[src/rtl/ps2_host_tx_if.sv]
// Command-byte handshake between a host controller and the PS/2 transmitter.
interface ps2_host_tx_if;
    logic [7:0] tx_data;
    logic       tx_valid;
    logic       tx_ready;

    modport master (output tx_data, output tx_valid, input tx_ready);
    modport slave  (input tx_data, input tx_valid, output tx_ready);
endinterface

[src/rtl/ps2_host_tx.sv]
// PS/2 host-to-device transmitter: request-to-send, 8 data bits + odd parity + stop,
// then checks the device acknowledge. Lines are driven through active-low output enables.
module ps2_host_tx #(
    parameter int INHIBIT_CYCLES = 5000,
    parameter int START_HOLD     = 16,
    parameter int TIMEOUT_CYCLES = 750000
) (
    input  logic         clk,
    input  logic         reset,
    ps2_host_tx_if.slave tx,
    input  logic         ps2_clk_in,
    input  logic         ps2_data_in,
    output logic         ps2_clk_oe,
    output logic         ps2_data_oe,
    output logic         busy,
    output logic         done,
    output logic         nack,
    output logic         timeout
);
    localparam int TMAX1 = (INHIBIT_CYCLES > START_HOLD) ? INHIBIT_CYCLES : START_HOLD;
    localparam int TMAX  = (TIMEOUT_CYCLES > TMAX1) ? TIMEOUT_CYCLES : TMAX1;
    localparam int TW    = (TMAX > 1) ? $clog2(TMAX) : 1;

    typedef enum logic [2:0] {
        S_IDLE, S_INHIBIT, S_REQ, S_SEND, S_STOP, S_ACK, S_WAIT_IDLE
    } state_t;

    state_t        state, state_d;
    logic [TW-1:0] timer, timer_d;
    logic [3:0]    bit_cnt, bit_cnt_d;
    logic [7:0]    data_q, data_d;
    logic          parity_q, parity_d;
    logic          data_oe_q, data_oe_d;
    logic          nack_q, nack_d;
    logic [1:0]    clk_sync, data_sync;
    logic          clk_prev;
    logic          fall;
    logic          timer_expired;
    logic          abort;

    // Synchronisers idle high so leaving reset never fakes a falling edge.
    always_ff @(posedge clk or posedge reset) begin
        if (reset) begin
            clk_sync  <= 2'b11;
            data_sync <= 2'b11;
            clk_prev  <= 1'b1;
        end else begin
            clk_sync  <= {clk_sync[0], ps2_clk_in};
            data_sync <= {data_sync[0], ps2_data_in};
            clk_prev  <= clk_sync[1];
        end
    end

    assign fall          = clk_prev & ~clk_sync[1];
    assign timer_expired = (timer == TW'(TIMEOUT_CYCLES - 1));

    always_ff @(posedge clk or posedge reset) begin
        if (reset) begin
            state     <= S_IDLE;
            timer     <= '0;
            bit_cnt   <= '0;
            data_q    <= '0;
            parity_q  <= 1'b0;
            data_oe_q <= 1'b0;
            nack_q    <= 1'b0;
        end else begin
            state     <= state_d;
            timer     <= timer_d;
            bit_cnt   <= bit_cnt_d;
            data_q    <= data_d;
            parity_q  <= parity_d;
            data_oe_q <= data_oe_d;
            nack_q    <= nack_d;
        end
    end

    always_comb begin
        state_d   = state;
        timer_d   = timer + 1'b1;
        bit_cnt_d = bit_cnt;
        data_d    = data_q;
        parity_d  = parity_q;
        data_oe_d = data_oe_q;
        nack_d    = nack_q;
        done      = 1'b0;
        nack      = 1'b0;
        timeout   = 1'b0;
        abort     = 1'b0;

        case (state)
            S_IDLE: begin
                timer_d = '0;
                if (tx.tx_valid) begin
                    data_d    = tx.tx_data;
                    parity_d  = ~^tx.tx_data;
                    bit_cnt_d = '0;
                    data_oe_d = 1'b0;
                    nack_d    = 1'b0;
                    state_d   = S_INHIBIT;
                end
            end
            S_INHIBIT: begin
                if (timer == TW'(INHIBIT_CYCLES - 1)) begin
                    timer_d   = '0;
                    data_oe_d = 1'b1;
                    state_d   = S_REQ;
                end
            end
            S_REQ: begin
                if (timer == TW'(START_HOLD - 1)) begin
                    timer_d = '0;
                    state_d = S_SEND;
                end
            end
            S_SEND: begin
                if (fall) begin
                    timer_d = '0;
                    if (bit_cnt == 4'd8) begin
                        data_oe_d = ~parity_q;
                        state_d   = S_STOP;
                    end else begin
                        data_oe_d = ~data_q[bit_cnt[2:0]];
                        bit_cnt_d = bit_cnt + 4'd1;
                    end
                end else if (timer_expired) begin
                    abort = 1'b1;
                end
            end
            S_STOP: begin
                if (fall) begin
                    timer_d   = '0;
                    data_oe_d = 1'b0;
                    state_d   = S_ACK;
                end else if (timer_expired) begin
                    abort = 1'b1;
                end
            end
            S_ACK: begin
                if (fall) begin
                    timer_d = '0;
                    nack_d  = data_sync[1];
                    state_d = S_WAIT_IDLE;
                end else if (timer_expired) begin
                    abort = 1'b1;
                end
            end
            S_WAIT_IDLE: begin
                if (clk_sync[1] && data_sync[1]) begin
                    done    = 1'b1;
                    nack    = nack_q;
                    timer_d = '0;
                    state_d = S_IDLE;
                end else if (fall) begin
                    timer_d = '0;
                end else if (timer_expired) begin
                    abort = 1'b1;
                end
            end
            default: state_d = S_IDLE;
        endcase

        // A silent device ends the transfer with the lines released.
        if (abort) begin
            done      = 1'b1;
            timeout   = 1'b1;
            data_oe_d = 1'b0;
            timer_d   = '0;
            state_d   = S_IDLE;
        end
    end

    assign tx.tx_ready  = (state == S_IDLE);
    assign busy         = (state != S_IDLE);
    assign ps2_clk_oe   = (state == S_INHIBIT) || (state == S_REQ);
    assign ps2_data_oe  = data_oe_q;
endmodule

[src/flat_wrapper.sv]
// flat-port wrapper written by rule: the top's interface ports become plain ports
module ps2_host_tx_flat 
#(
    parameter int INHIBIT_CYCLES = 5000,
    parameter int START_HOLD     = 16,
    parameter int TIMEOUT_CYCLES = 750000
)
  (clk, reset, ps2_clk_in, ps2_data_in, ps2_clk_oe, ps2_data_oe, busy, done, nack, timeout, tx_tx_data, tx_tx_valid, tx_tx_ready);
  ps2_host_tx_if tx_i ();
  input  logic clk;
  input  logic reset;
  input  logic ps2_clk_in;
  input  logic ps2_data_in;
  output logic ps2_clk_oe;
  output logic ps2_data_oe;
  output logic busy;
  output logic done;
  output logic nack;
  output logic timeout;
  input wire logic [$bits(tx_i.tx_data)-1:0] tx_tx_data;
  input wire logic [$bits(tx_i.tx_valid)-1:0] tx_tx_valid;
  output wire logic [$bits(tx_i.tx_ready)-1:0] tx_tx_ready;
  assign tx_i.tx_data = tx_tx_data;
  assign tx_i.tx_valid = tx_tx_valid;
  assign tx_tx_ready = tx_i.tx_ready;
  ps2_host_tx #(.INHIBIT_CYCLES(INHIBIT_CYCLES), .START_HOLD(START_HOLD), .TIMEOUT_CYCLES(TIMEOUT_CYCLES)) u_core (.clk(clk), .reset(reset), .tx(tx_i), .ps2_clk_in(ps2_clk_in), .ps2_data_in(ps2_data_in), .ps2_clk_oe(ps2_clk_oe), .ps2_data_oe(ps2_data_oe), .busy(busy), .done(done), .nack(nack), .timeout(timeout));
endmodule
[config.mk]
export PLATFORM = sky130hd
export DESIGN_NAME = ps2_host_tx_flat
export DESIGN_NICKNAME = d
export VERILOG_FILES = /design/src/rtl/ps2_host_tx_if.sv /design/src/rtl/ps2_host_tx.sv /design/src/flat_wrapper.sv
export SDC_FILE = /design/constraint.sdc
export NUM_CORES = 1
export LEC_CHECK = 0
export CAP_MARGIN = 40
export CORE_MARGIN = 4
export CORE_UTILIZATION = 57
export DETAILED_ROUTE_END_ITERATION = 8
export GPL_TIMING_DRIVEN = 0
export HOLD_SLACK_MARGIN = 0.02
export PLACE_DENSITY = 0.88
export REMOVE_ABC_BUFFERS = 1
export SYNTH_ARGS = -nofsm -noshare
export SYNTH_HDL_FRONTEND = slang
export SYNTH_SLANG_ARGS = --single-unit
[constraint.sdc]
create_clock -name clk -period 3.2 [get_ports clk]
set_clock_uncertainty 0.2 [all_clocks]
set_input_delay 0.48 -clock clk [delete_from_list [all_inputs] [get_ports clk]]
set_output_delay 0.48 -clock clk [all_outputs]
set_load 0.01 [all_outputs]
**Yosys cells after proc, flatten, opt, wreduce, memory -nomap -nowiden**

Index checks and enable logic that the tools add are counted.

- Add/sub/neg operators: 2
- Order comparisons: 1
- Equality and inequality tests: 22
- Multiplexer cells: 41
- Bitwise gates (word level): 4
- Reductions and logical operators: 14

Operator list:

| kind | count |
|---|---|
| $mux W20 | 5 |
| $pmux W20 S5 | 1 |
| $mux W3 | 9 |
| $ne A3 B1 Y1 const B | 7 |
| $pmux W3 S7 | 1 |
| $add A20 B1 Y20 const B | 1 |
| $eq A20 B13 Y1 const B | 1 |
| $eq A20 B20 Y1 const B | 1 |
| $eq A20 B4 Y1 const B | 1 |
| $mux W1 | 17 |
| $mux W4 | 3 |
| $eq A3 B3 Y1 const B | 3 |
| $pmux W4 S2 | 1 |
| $reduce_and A8 Y1 | 1 |
| $reduce_xnor A8 Y1 | 1 |
| $eq A3 B2 Y1 const B | 2 |
| $reduce_and A5 Y1 | 1 |
| $reduce_bool A5 Y1 | 1 |
| $add A4 B1 Y4 const B | 1 |
| $eq A4 B4 Y1 const B | 1 |
| $lt A3 B4 Y1 const B | 1 |
| $ne A2 B1 Y1 const B | 2 |
| $ne A2 B2 Y1 const B | 2 |
| $pmux W1 S2 | 2 |
| 15 further kinds | 18 |

- Register bits after elaboration: 43
- Bits of input ports: 13
- Output and inout port bits: 7

**Depth between registers and ports, before layout**

- Word-level depth: 7
- Mapped depth: 9
- Gate-level depth less buffers: 8

**Worst setup path after synthesis**

Ideal clock, no wire load.

- Path type: flip-flop to output port
- Start point: register u_core.timer[4]
- End point: output done
- Arrival: 2.231 ns
- Required time: 2.520 ns
- Setup slack: 0.289 ns
- Cell stages (with the launch flop): 8
- Path buffers: 1
- Path through: dfrtp_1 > or4_1 > or4_1 > or3_1 > buf_6 > nor2_1 > a21oi_1 > o22ai_1

- Cells in the longest elaborated chain, start to end: 6

RTL lines:

| what | RTL line | RTL |
|---|---|---|
| start, declared | ps2_host_tx.sv:29 | `logic [TW-1:0] timer, timer_d;` |
| start signal, assigned | ps2_host_tx.sv:68 | `timer <= timer_d;` |
| $eq A20 B20 Y1 * | ps2_host_tx.sv:55 | `assign timer_expired = (timer == TW'(TIMEOUT_CYCLES - 1));` |
| $mux W1 * | - |  |
| $mux W1 * | ps2_host_tx.sv:116 | `if (fall) begin` |
| $mux W1 | ps2_host_tx.sv:148 | `if (clk_sync[1] && data_sync[1]) begin` |
| $pmux W1 S2 * | ps2_host_tx.sv:90 | `case (state)` |
| $mux W1 * | ps2_host_tx.sv:163 | `if (abort) begin` |
| end, declared | flat_wrapper.sv:17 | `output logic done;` |

Mark *: on every way between the ends. The rest lies on a longest branch, timed or not.

**Final worst setup path**

Ends and elaborated chain as after synthesis.

==> results.json <==
{
  "whs_path_depth": 0,
  "initial_core_util_pct": 61.1,
  "reg2reg_depth": 8,
  "drc": 0,
  "synthFlopType": "dfrtp_1",
  "clk_pin_slew_ns": 0.09,
  "synth-async-reset-ratio_pct": 100,
  "yosysSeqAreaShare_pct": 46.6,
  "dp_hpwl_um": 3280,
  "path_class": "reg2out",
  "fin_nets": 279,
  "clock_path_buffers": 2,
  "syn-mean-instance-area_sq_um": 9.83,
  "drv_cap": 0,
  "synthCells": 236,
  "synth_warnings": 0,
  "maxSlewViolCount": 0,
  "die_area_sq_mm": 0.00516,
  "grt_overflow": 0,
  "tritoncts": "built",
  "routed-via-count": 1843,
  "core-area_sq_mm": 0.00380,
  "power_density_mw_per_mm2": 774,
  "setup_viol": 0,
  "hp-class": "reg2reg",
  "die_x_um": 71.8,
  "topRoutingLayerUsed": "met4",
  "critPathLaunchType": "flop",
  "synth_seq_cells": 43,
  "port_buffers": 19,
  "maxSlewHeadroom_pct": 58.3,
  "place.gp.congestion": 0.836,
  "seq_area_sq_mm": 0.00108,
  "grt_use_total_pct": 19.6,
  "critPathMaxFanout": 3,
  "cellLeakagePower_nw": 1.18,
  "grt_max_degree": 33,
  "fp-row-count": 22,
  "dr.pass1.iters": 4,
  "min_from": "u_core.data_sync[0]",
  "endpoint_kind": "output pin",
  "die_h_um": 71.8,
  "synth_area_sq_mm": 0.00232,
  "holdPathEnd": "u_core.data_sync[1]",
  "regToRegSetupSlack_ns": 0.24,
  "period_minus_slack_ns": 3.20,
  "synth_edf_count": 0,
  "cts_root_buffer": "clkbuf_8",
  "cp_data_arrival_time_ns": 2.52,
  "vias_per_cell": 5.91,
  "first_global_vias": 1751,
  "cts_hold_buffers": 0,
  "rsz0062_at_grt": "true",
  "io_pins": 20,
  "wl_met2_um": 2470,
  "tightest_slew_ns": 0.620,
  "rr_endpoint": "u_core.timer[8]",
  "crit-reg2reg-launch": "u_core.timer[4]",
  "syn_to_final_growth_pct": 19.0,
  "cts_buffers": 5,
  "htree_levels": 2,
  "antenna_found_initial": 0,
  "tns_ns": 0,
  "post-place-ws_ns": -0.413,
  "initialDrtViolationCount": 247,
  "fmax_mhz": 313,
  "fillers": 272,
  "status": "finished clean",
  "hold_viol_final": 0,
  "total_power_mw": 2.14,
  "crit_required_ns": 2.52,
  "multi_input_area_sq_mm": 0.00120,
  "wl_per_cell_um": 15.7,
  "ant_nets": 0,
  "finalWorstSetupSlack_ns": 0.00205,
  "wirelength_met1_um": 2070,
  "period_share_pct": 99.9,
  "clk_latency_ns": 0.30,
  "cts.sinks": 43,
  "wl_um": 4890,
  "met3_length_um": 312,
  "n_antenna_cell": 0,
  "drive_gt1_share_pct": 18.2,
  "grt_first_pass_wirelength_um": 8040,
  "synth_cell_type_count": 45,
  "irDropWorstVdd_v": 0.000470
}
## kinds of logic after synthesis
group	after synthesis	share of synthesized area (%)
adders and majority gates	3	1.62
xor gates and xnor gates	27	10.2
buffers and inverters	15	3.07
AOI/OAI and AO/OA	34	10.1
and+or+nand+nor	102	21.5
DFF	43	46.6
muxes	12	6.95
## through the flow
step | instances | area, sq um | hold WS, ns | util (%)
3_5_place_dp | 297 | 2550 | 0.153 | 67.1
3_3_place_gp | 296 | 2530 | 0.147 | 66.6
4_1_cts | 311 | 2750 | 0.162 | 72.4
6_report | 312 | 2760 | 0.155 | 72.7
5_1_grt | 312 | 2760 | 0.164 | 72.7
2_1_floorplan | 229 | 2280 | 0.145 | -
## cell type report
cell class / count / share of cell area [%]
flip-flops and latches: 43 / 39.2
well taps: 48 / 2.17
repair buffers: 27 / 9.15
inverters: 8 / 1.09
clock inverters: 3 / 2.45
multi-input cells: 178 / 43.5
clock buffers: 5 / 2.49
## cell usage after synthesis, drive strengths merged (2+ instances only)
| cell | number | share of area (%) |
|---|---|---|
| or4 | 3 | 0.97 |
| xor2 | 12 | 4.5 |
| o31ai | 2 | 0.65 |
| nand2b | 4 | 1.1 |
| buf | 3 | 1.1 |
| and3 | 5 | 1.5 |
| mux4 | 2 | 1.9 |
| ha | 3 | 1.6 |
| nor2b | 6 | 1.6 |
| a32o | 2 | 0.86 |
| nand2 | 24 | 3.9 |
| a211oi | 2 | 1.2 |
| nand4 | 3 | 0.81 |
| inv | 8 | 1.3 |
| o22ai | 2 | 0.54 |
| o21ai | 9 | 1.9 |
| nand3 | 11 | 2.4 |
| dfstp | 5 | 5.7 |
| and4 | 2 | 0.75 |
| clkbuf | 4 | 0.65 |
| xnor2 | 15 | 5.7 |
| dfrtp | 38 | 41 |
| mux2 | 10 | 5.0 |
| nor3 | 2 | 0.43 |
| nor2 | 34 | 5.5 |
| or3 | 2 | 0.54 |
| a21oi | 11 | 2.5 |
## sequential cells by signal (all words and copies together), names as in the netlist
register and flops:
u_core.ps2_data_oe 1, u_core.clk_prev 1, u_core.state 3, u_core.clk_sync 2
u_core.bit_cnt 4, u_core.data_sync 2, u_core.data_q 8, u_core.nack_q 1
u_core.timer 20, u_core.parity_q 1
## layout by cell type (no fill, tap or decap), drive strengths merged, types with 9 or more instances in the layout
cell type / n
nor2: 34
o21ai: 9
a21oi: 11
dfrtp: 38
xnor2: 15
mux2: 10
nand3: 11
xor2: 12
clkdlybuf4s50: 17
nand2: 24
buf: 10
## worst max path at each step
stage	start	to	slack, ns	cells past startpoint
after CTS	u_core.timer[4]	done	0.005	7
after floorplan	u_core.timer[4]	u_core.timer[10]	0.26	6
after detailed placement	u_core.timer[4]	done	-0.41	7
after global placement	u_core.timer[4]	done	-0.34	7
final	u_core.timer[4]	done	0.002	7
after global routing	u_core.timer[4]	done	-0.06	7
## worst max-delay path, cell delays in order, from the launching register on
cell	delay [ns]
dfrtp_1	0.39
or4_4	0.54
or4_4	0.43
or3_4	0.38
nor2_4	0.10
a21oi_2	0.06
o22ai_1	0.18
buf_2	0.16
## per-layer routing
| layer | track usage [%] | vias to the layer above |
|---|---|---|
| li1 | - | 860 |
| met1 | 25.5 | 902 |
| met2 | 33.8 | 75 |
| met3 | 3.37 | 6 |
| met4 | 4.80 | 0 |
| met5 | 0 | - |
## where the power goes
| group | switching (mW) | internal, mW |
|---|---|---|
| Clock | 0.192 | 0.311 |
| Sequential | 0.158 | 0.672 |
| Combinational | 0.414 | 0.391 |
| Total | 0.764 | 1.37 |
## what timing repair did
item,CTS,global route
setup buffers,6,1
pin swaps,3,1
endpoints found under the setup margin,22,21
resized for setup,12,4
Note: power is estimated with default switching activity, not from simulation.
